$ cat config.mk
export PLATFORM = sky130hd
export DESIGN_NAME = riscv_pipe_ctrl
export DESIGN_NICKNAME = d
export VERILOG_FILES = /design/src/rtl/riscv_pipe_ctrl.sv
export SDC_FILE = /design/constraint.sdc
export NUM_CORES = 1
export LEC_CHECK = 0
export BUFFER_PORTS_ARGS = -buffer_cell sky130_fd_sc_hd__buf_2
export CORE_UTILIZATION = 50
export DETAILED_ROUTE_END_ITERATION = 7
export PLACE_DENSITY_LB_ADDON = 0.2
export SLEW_MARGIN = 20
export SYNTH_ARGS = -nofsm -noshare
export SYNTH_HDL_FRONTEND = slang
export SYNTH_SLANG_ARGS = --single-unit
$ cat constraint.sdc
create_clock -name clk -period 1.75 [get_ports clk]
set_input_delay 0.0875 -clock clk [delete_from_list [all_inputs] [get_ports clk]]
set_output_delay 0.0875 -clock clk [all_outputs]
set_load 0.01 [all_outputs]
$ cat src/rtl/riscv_pipe_ctrl.sv
// RISC-V pipeline controller: decodes in D and carries control through E/M/W.
// Branch/jump resolution happens in E from the registered bundle and ALU flags.
module riscv_pipe_ctrl #(
  parameter bit EN_M  = 1'b0,
  parameter int ALU_W = 3
) (
  input  logic             clk,
  input  logic             rst,
  input  logic [6:0]       op,
  input  logic [2:0]       func3,
  input  logic [6:0]       func7,
  input  logic             flushE,
  input  logic             zeroE,
  input  logic             ltE,
  output logic [2:0]       immSrcD,
  output logic             regWriteE,
  output logic             regWriteM,
  output logic             regWriteW,
  output logic [1:0]       resultSrcE,
  output logic [1:0]       resultSrcM,
  output logic [1:0]       resultSrcW,
  output logic             memWriteM,
  output logic [ALU_W-1:0] ALUControlE,
  output logic             ALUSrcE,
  output logic [1:0]       pcSrcE,
  output logic             illegalW
);

  localparam logic [6:0] OP_R    = 7'b0110011;
  localparam logic [6:0] OP_I    = 7'b0010011;
  localparam logic [6:0] OP_LD   = 7'b0000011;
  localparam logic [6:0] OP_ST   = 7'b0100011;
  localparam logic [6:0] OP_BR   = 7'b1100011;
  localparam logic [6:0] OP_JAL  = 7'b1101111;
  localparam logic [6:0] OP_JALR = 7'b1100111;
  localparam logic [6:0] OP_LUI  = 7'b0110111;

  typedef struct packed {
    logic             rw;
    logic [1:0]       rs;
    logic             mw;
    logic [ALU_W-1:0] alu;
    logic             asrc;
    logic [2:0]       br;
    logic [1:0]       jmp;
    logic             ill;
  } ex_t;

  typedef struct packed {
    logic       rw;
    logic [1:0] rs;
    logic       mw;
    logic       ill;
  } mem_t;

  typedef struct packed {
    logic       rw;
    logic [1:0] rs;
    logic       ill;
  } wb_t;

  ex_t        dec;
  logic [2:0] imm;
  logic [3:0] alu4;
  logic [3:0] base;
  logic       base_ok;
  logic       ok;

  ex_t  e_q, e_d;
  mem_t m_q, m_d;
  wb_t  w_q, w_d;

  // Shared R/I-type func3 to ALU op mapping
  always_comb begin
    base    = 4'd0;
    base_ok = 1'b1;
    case (func3)
      3'b000:  base = 4'd0;
      3'b111:  base = 4'd2;
      3'b110:  base = 4'd3;
      3'b100:  base = 4'd4;
      3'b010:  base = 4'd5;
      3'b011:  base = 4'd6;
      3'b001:  base = 4'd7;
      default: base_ok = 1'b0;
    endcase
  end

  always_comb begin
    dec  = '0;
    imm  = 3'b000;
    alu4 = 4'd0;
    ok   = 1'b0;
    case (op)
      OP_R: begin
        dec.rw = 1'b1;
        if (func7 == 7'b0000000) begin
          ok   = base_ok;
          alu4 = base;
        end else if (func7 == 7'b0100000 && func3 == 3'b000) begin
          ok   = 1'b1;
          alu4 = 4'd1;
        end else if (func7 == 7'b0000001 && EN_M) begin
          ok = 1'b1;
          case (func3)
            3'b000:  alu4 = 4'd8;
            3'b001:  alu4 = 4'd9;
            3'b100:  alu4 = 4'd10;
            3'b110:  alu4 = 4'd11;
            default: ok = 1'b0;
          endcase
        end
      end
      OP_I: begin
        dec.rw   = 1'b1;
        dec.asrc = 1'b1;
        alu4     = base;
        ok       = base_ok && (func3 != 3'b001 || func7 == 7'b0000000);
      end
      OP_LD: begin
        ok       = (func3 == 3'b010);
        dec.rw   = 1'b1;
        dec.rs   = 2'b01;
        dec.asrc = 1'b1;
      end
      OP_ST: begin
        ok       = (func3 == 3'b010);
        dec.mw   = 1'b1;
        dec.asrc = 1'b1;
        imm      = 3'b001;
      end
      OP_BR: begin
        ok   = 1'b1;
        imm  = 3'b010;
        case (func3)
          3'b000:  begin dec.br = 3'd1; alu4 = 4'd1; end
          3'b001:  begin dec.br = 3'd2; alu4 = 4'd1; end
          3'b100:  begin dec.br = 3'd3; alu4 = 4'd5; end
          3'b101:  begin dec.br = 3'd4; alu4 = 4'd5; end
          3'b110:  begin dec.br = 3'd3; alu4 = 4'd6; end
          3'b111:  begin dec.br = 3'd4; alu4 = 4'd6; end
          default: ok = 1'b0;
        endcase
      end
      OP_JAL: begin
        ok      = 1'b1;
        dec.rw  = 1'b1;
        dec.rs  = 2'b10;
        dec.jmp = 2'b01;
        imm     = 3'b011;
      end
      OP_JALR: begin
        ok       = (func3 == 3'b000);
        dec.rw   = 1'b1;
        dec.rs   = 2'b10;
        dec.asrc = 1'b1;
        dec.jmp  = 2'b10;
      end
      OP_LUI: begin
        ok     = 1'b1;
        dec.rw = 1'b1;
        dec.rs = 2'b11;
        imm    = 3'b100;
      end
      default: ok = 1'b0;
    endcase
    dec.alu = ALU_W'(alu4);
    if (!ok) begin
      dec     = '0;
      dec.ill = 1'b1;
      imm     = 3'b000;
    end
  end

  always_comb begin
    e_d = flushE ? '0 : dec;
    m_d = '{rw: e_q.rw, rs: e_q.rs, mw: e_q.mw, ill: e_q.ill};
    w_d = '{rw: m_q.rw, rs: m_q.rs, ill: m_q.ill};
  end

  always_ff @(posedge clk or posedge rst) begin
    if (rst) begin
      e_q <= '0;
      m_q <= '0;
      w_q <= '0;
    end else begin
      e_q <= e_d;
      m_q <= m_d;
      w_q <= w_d;
    end
  end

  always_comb begin
    pcSrcE = 2'b00;
    if (e_q.jmp == 2'b10) pcSrcE = 2'b10;
    else if (e_q.jmp == 2'b01) pcSrcE = 2'b01;
    else begin
      case (e_q.br)
        3'd1:    if (zeroE)  pcSrcE = 2'b01;
        3'd2:    if (!zeroE) pcSrcE = 2'b01;
        3'd3:    if (ltE)    pcSrcE = 2'b01;
        3'd4:    if (!ltE)   pcSrcE = 2'b01;
        default: pcSrcE = 2'b00;
      endcase
    end
  end

  assign immSrcD     = imm;
  assign regWriteE   = e_q.rw;
  assign resultSrcE  = e_q.rs;
  assign ALUControlE = e_q.alu;
  assign ALUSrcE     = e_q.asrc;
  assign regWriteM   = m_q.rw;
  assign resultSrcM  = m_q.rs;
  assign memWriteM   = m_q.mw;
  assign regWriteW   = w_q.rw;
  assign resultSrcW  = w_q.rs;
  assign illegalW    = w_q.ill;

endmodule
==> results.py <==
metrics = {
    "global_route": {
        "first_global_vias": 1123,
        "grt_pass1_wl_um": 4650,
        "grt_max_degree": 24,
        "antenna_found_initial": 0,
        "grt.total_usage_pct": 22.96,
        "globalRouteOverflowTotal": 0,
    },
    "power": {
        "power.density_nw_per_um2": 513.4,
        "ir_drop_mv": 0.3768,
        "p_leak_uw": 0.0008744,
    },
    "sta": {
        "fin_setup_tns_ps": -66.74,
        "period_share_pct": 103.2,
        "finalHoldViolCount": 0,
        "drv_slew": 0,
        "max_slew.worst_pin.slew_ps": 795.1,
        "period_minus_slack_ps": 1806,
        "clock.fmax_mhz": 553.8,
        "fin_ws_ps": -55.64,
        "fin_skew_ps": 7.666,
        "relSlewSlack_pct": 46.94,
        "setup_viol": 2,
        "rsz0062_at_grt": "true",
    },
    "cts": {
        "tritoncts": "built",
        "cts_root_buf": "clkbuf_4",
        "clk-insertion-delay-late_ps": 300,
        "clock_path_buffers": 2,
        "htreeDepth": 1,
        "numCtsBuffers": 3,
        "clkSinkCount": 23,
        "cts.reportedPaths.clkPinSlew_ps": 110,
    },
    "setup_path": {
        "startpoint_type": "input pin",
        "arrival_ps": 1720,
        "max_stage_delay_ps": 380,
        "crit_slowest_cell": "or3b_4",
        "worst-path-buf-inv": 3,
        "critPathKind": "in2out",
        "critical-path-top-delay-family": "simple AND/OR/NAND/NOR gates",
        "crit_required_ps": 1660,
        "cp_cell_sequence": "buf_6 > nand4bb_4 > buf_6 > or3b_4 > nor4b_4 > nor4_4 > o31ai_2 > buf_2",
        "critPathMaxFanout": 3,
        "path_common_cell": "buf_6",
        "end_kind": "primary output",
    },
    "synth": {
        "synth_edf_count": 0,
        "synth_top_family_by_area": "simple AND/OR/NAND/NOR gates",
        "netlist_area_um2": 1300,
        "ys_ff_latch": 23,
        "yosys_warnings": 0,
        "synth_nets": 143,
        "yosysSeqAreaShare_pct": 44.27,
        "synth_common_cells": "dfrtp_1, nor2_1, buf_4",
        "avgSynthCellArea_um2": 10.74,
        "yosysMostFrequentCell": "dfrtp_1",
        "yosys.area_share.xor_xnor_pct": 0,
        "yosys.area_share.simple_pct": 22.71,
        "synth.largest_area_cell": "dfrtp_1",
        "synthDistinctLibCells": 45,
        "synth_area_leaders": "dfrtp_1, a211oi_2, buf_4, nor2_1, a2111oi_2",
        "ys.flop_type": "dfrtp_1",
        "synth_compound_area_share_pct": 20.69,
        "yosysTopAreaCellShare_pct": 44.27,
        "synthAdderAreaFrac_pct": 0.7700,
        "synth_mux_area_share_pct": 1.540,
        "synthCells": 121,
        "ys_async_sr_fraction_pct": 100.0,
    },
    "drt": {
        "drc_errors": 2,
        "drt_iter0_drc": 27,
        "routedWlPerCell_um": 13.61,
        "dr.pass1.iters": 8,
        "avgViaCountPerCell": 5.414,
        "wirelength_um": 3021,
        "ant_nets": 0,
        "vias": 1202,
    },
    "final_layout": {
        "drive_gt1_share_pct": 55.73,
        "area_growth_pct": 43.21,
        "diodes": 0,
        "stdcell_count": 222,
        "final_nets": 215,
        "fillers": 188,
    },
    "placed_design": {
        "placedCellCount": 213,
        "dp_hpwl_um": 2250,
        "gp_congestion": 0.8035,
        "io_buffers": 41,
    },
    "die": {
        "rows": 18,
        "core_um2": 2477,
        "boundaryPins": 42,
        "die_w_um": 52.99,
        "die-area_um2": 2808,
        "initial_core_util_pct": 52.47,
        "die_h_um": 52.99,
    },
    "status": {
        "violations": "DRC, setup timing",
        "status": "finished with violations",
    },
    "job": {
        "max_cap_violations": 0,
    },
    "hold_path": {
        "hp-class": "in2reg",
    },
}
[flip-flops by register name, summed over array words and instances, names as in the netlist]
signal,flops
regWriteE,1
resultSrcW,2
resultSrcM,2
e_q,7
ALUSrcE,1
illegalW,1
resultSrcE,2
regWriteW,1
memWriteM,1
ALUControlE,3
regWriteM,1
m_q,1
[power by group]
part | total [µW] | internal, µW | switching (µW) | leakage, µW
clock | 233 | 87.0 | 146 | 0.0000139
combinational | 186 | 93.2 | 92.7 | 0.000546
sequential | 537 | 536 | 1.16 | 0.000315
[routing by layer]
layer  vias up  GRT usage, %  wire length [µm]
li1        587             -                 -
met1       571         25.63              1239
met2        44         44.09              1663
met3         0         2.586               117
met4         0         7.895                 0
met5         -             0                 0
[what timing repair did]
item                                   4_1_cts  5_1_grt
setup endpoints to repair                    7        4
hold buffers                                 1        0
buffers inserted                             2        1
endpoints found under the hold margin       23        0
gates resized for setup                     10        4
pin swaps                                    5        7
gates cloned                                 0        1
[worst paths after layout]
path,end,slack (ps),cells past startpoint,from
max,immSrcD[0],-60,8,op[2]
min,e_q[3],120,3,func3[0]
min reg2reg,m_q[0],370,0,e_q[0]
min in group asynchronous,memWriteM,470,3,rst
max in group asynchronous,ALUControlE[0],780,3,rst
max reg2reg,resultSrcW[0],1220,0,resultSrcM[0]
[metrics by stage]
stage	util, %	power (µW)	hold WS (ps)	setup WS [ps]	instance area, µm²
6_report	75.15	955.9	116.8	-55.64	1862
2_1_floorplan	-	626.2	89.42	25.71	1305
3_5_place_dp	69.19	714.7	269.1	-401.7	1714
4_1_cts	73.13	958.6	104.5	-113.6	1812
3_3_place_gp	69.19	709.0	260.9	-325.4	1714
5_1_grt	75.15	1008	121.8	-120.3	1862
[cell type report]
cell class	count	area [µm²]	area share, %
Multi-Input combinational cell	78	661.9	35.55
Tap cell	30	37.54	2.016
Inverter	5	18.77	1.008
Timing Repair Buffer	82	538.0	28.90
Clock buffer	3	22.52	1.210
Clock inverter	1	7.507	0.4032
Sequential cell	23	575.6	30.91
[tightest hold or removal path, stage by stage]
cell and delay (ps):
buf_2 100, buf_4 140, nor4_1 60
[placed cells by master (no fill, tap or decap), types with 2 or more instances in the layout]
master,instances
buf_4,39
buf_2,38
dfrtp_1,23
nor2_1,13
a211oi_2,6
inv_1,5
a21oi_1,4
buf_6,4
nand2_1,3
nor2b_1,3
nor4_1,3
nand3_1,3
clkbuf_4,3
nor3_1,2
or3_1,2
nor3b_1,2
nand2b_1,2
o21ai_0,2
a2111oi_4,2
mux2i_1,2
a211o_1,2
[kinds of logic (layout without fill, tap and decap cells)]
group | Yosys count | count (layout)
AO/OA/AOI/OAI | 29 | 29
adder cells (fa/ha/maj) | 1 | 1
buffers and inverters | 21 | 91
flip-flops | 23 | 23
multiplexers | 2 | 2
AND/OR/NAND/NOR | 45 | 46
(Power assumes the default switching activity.)
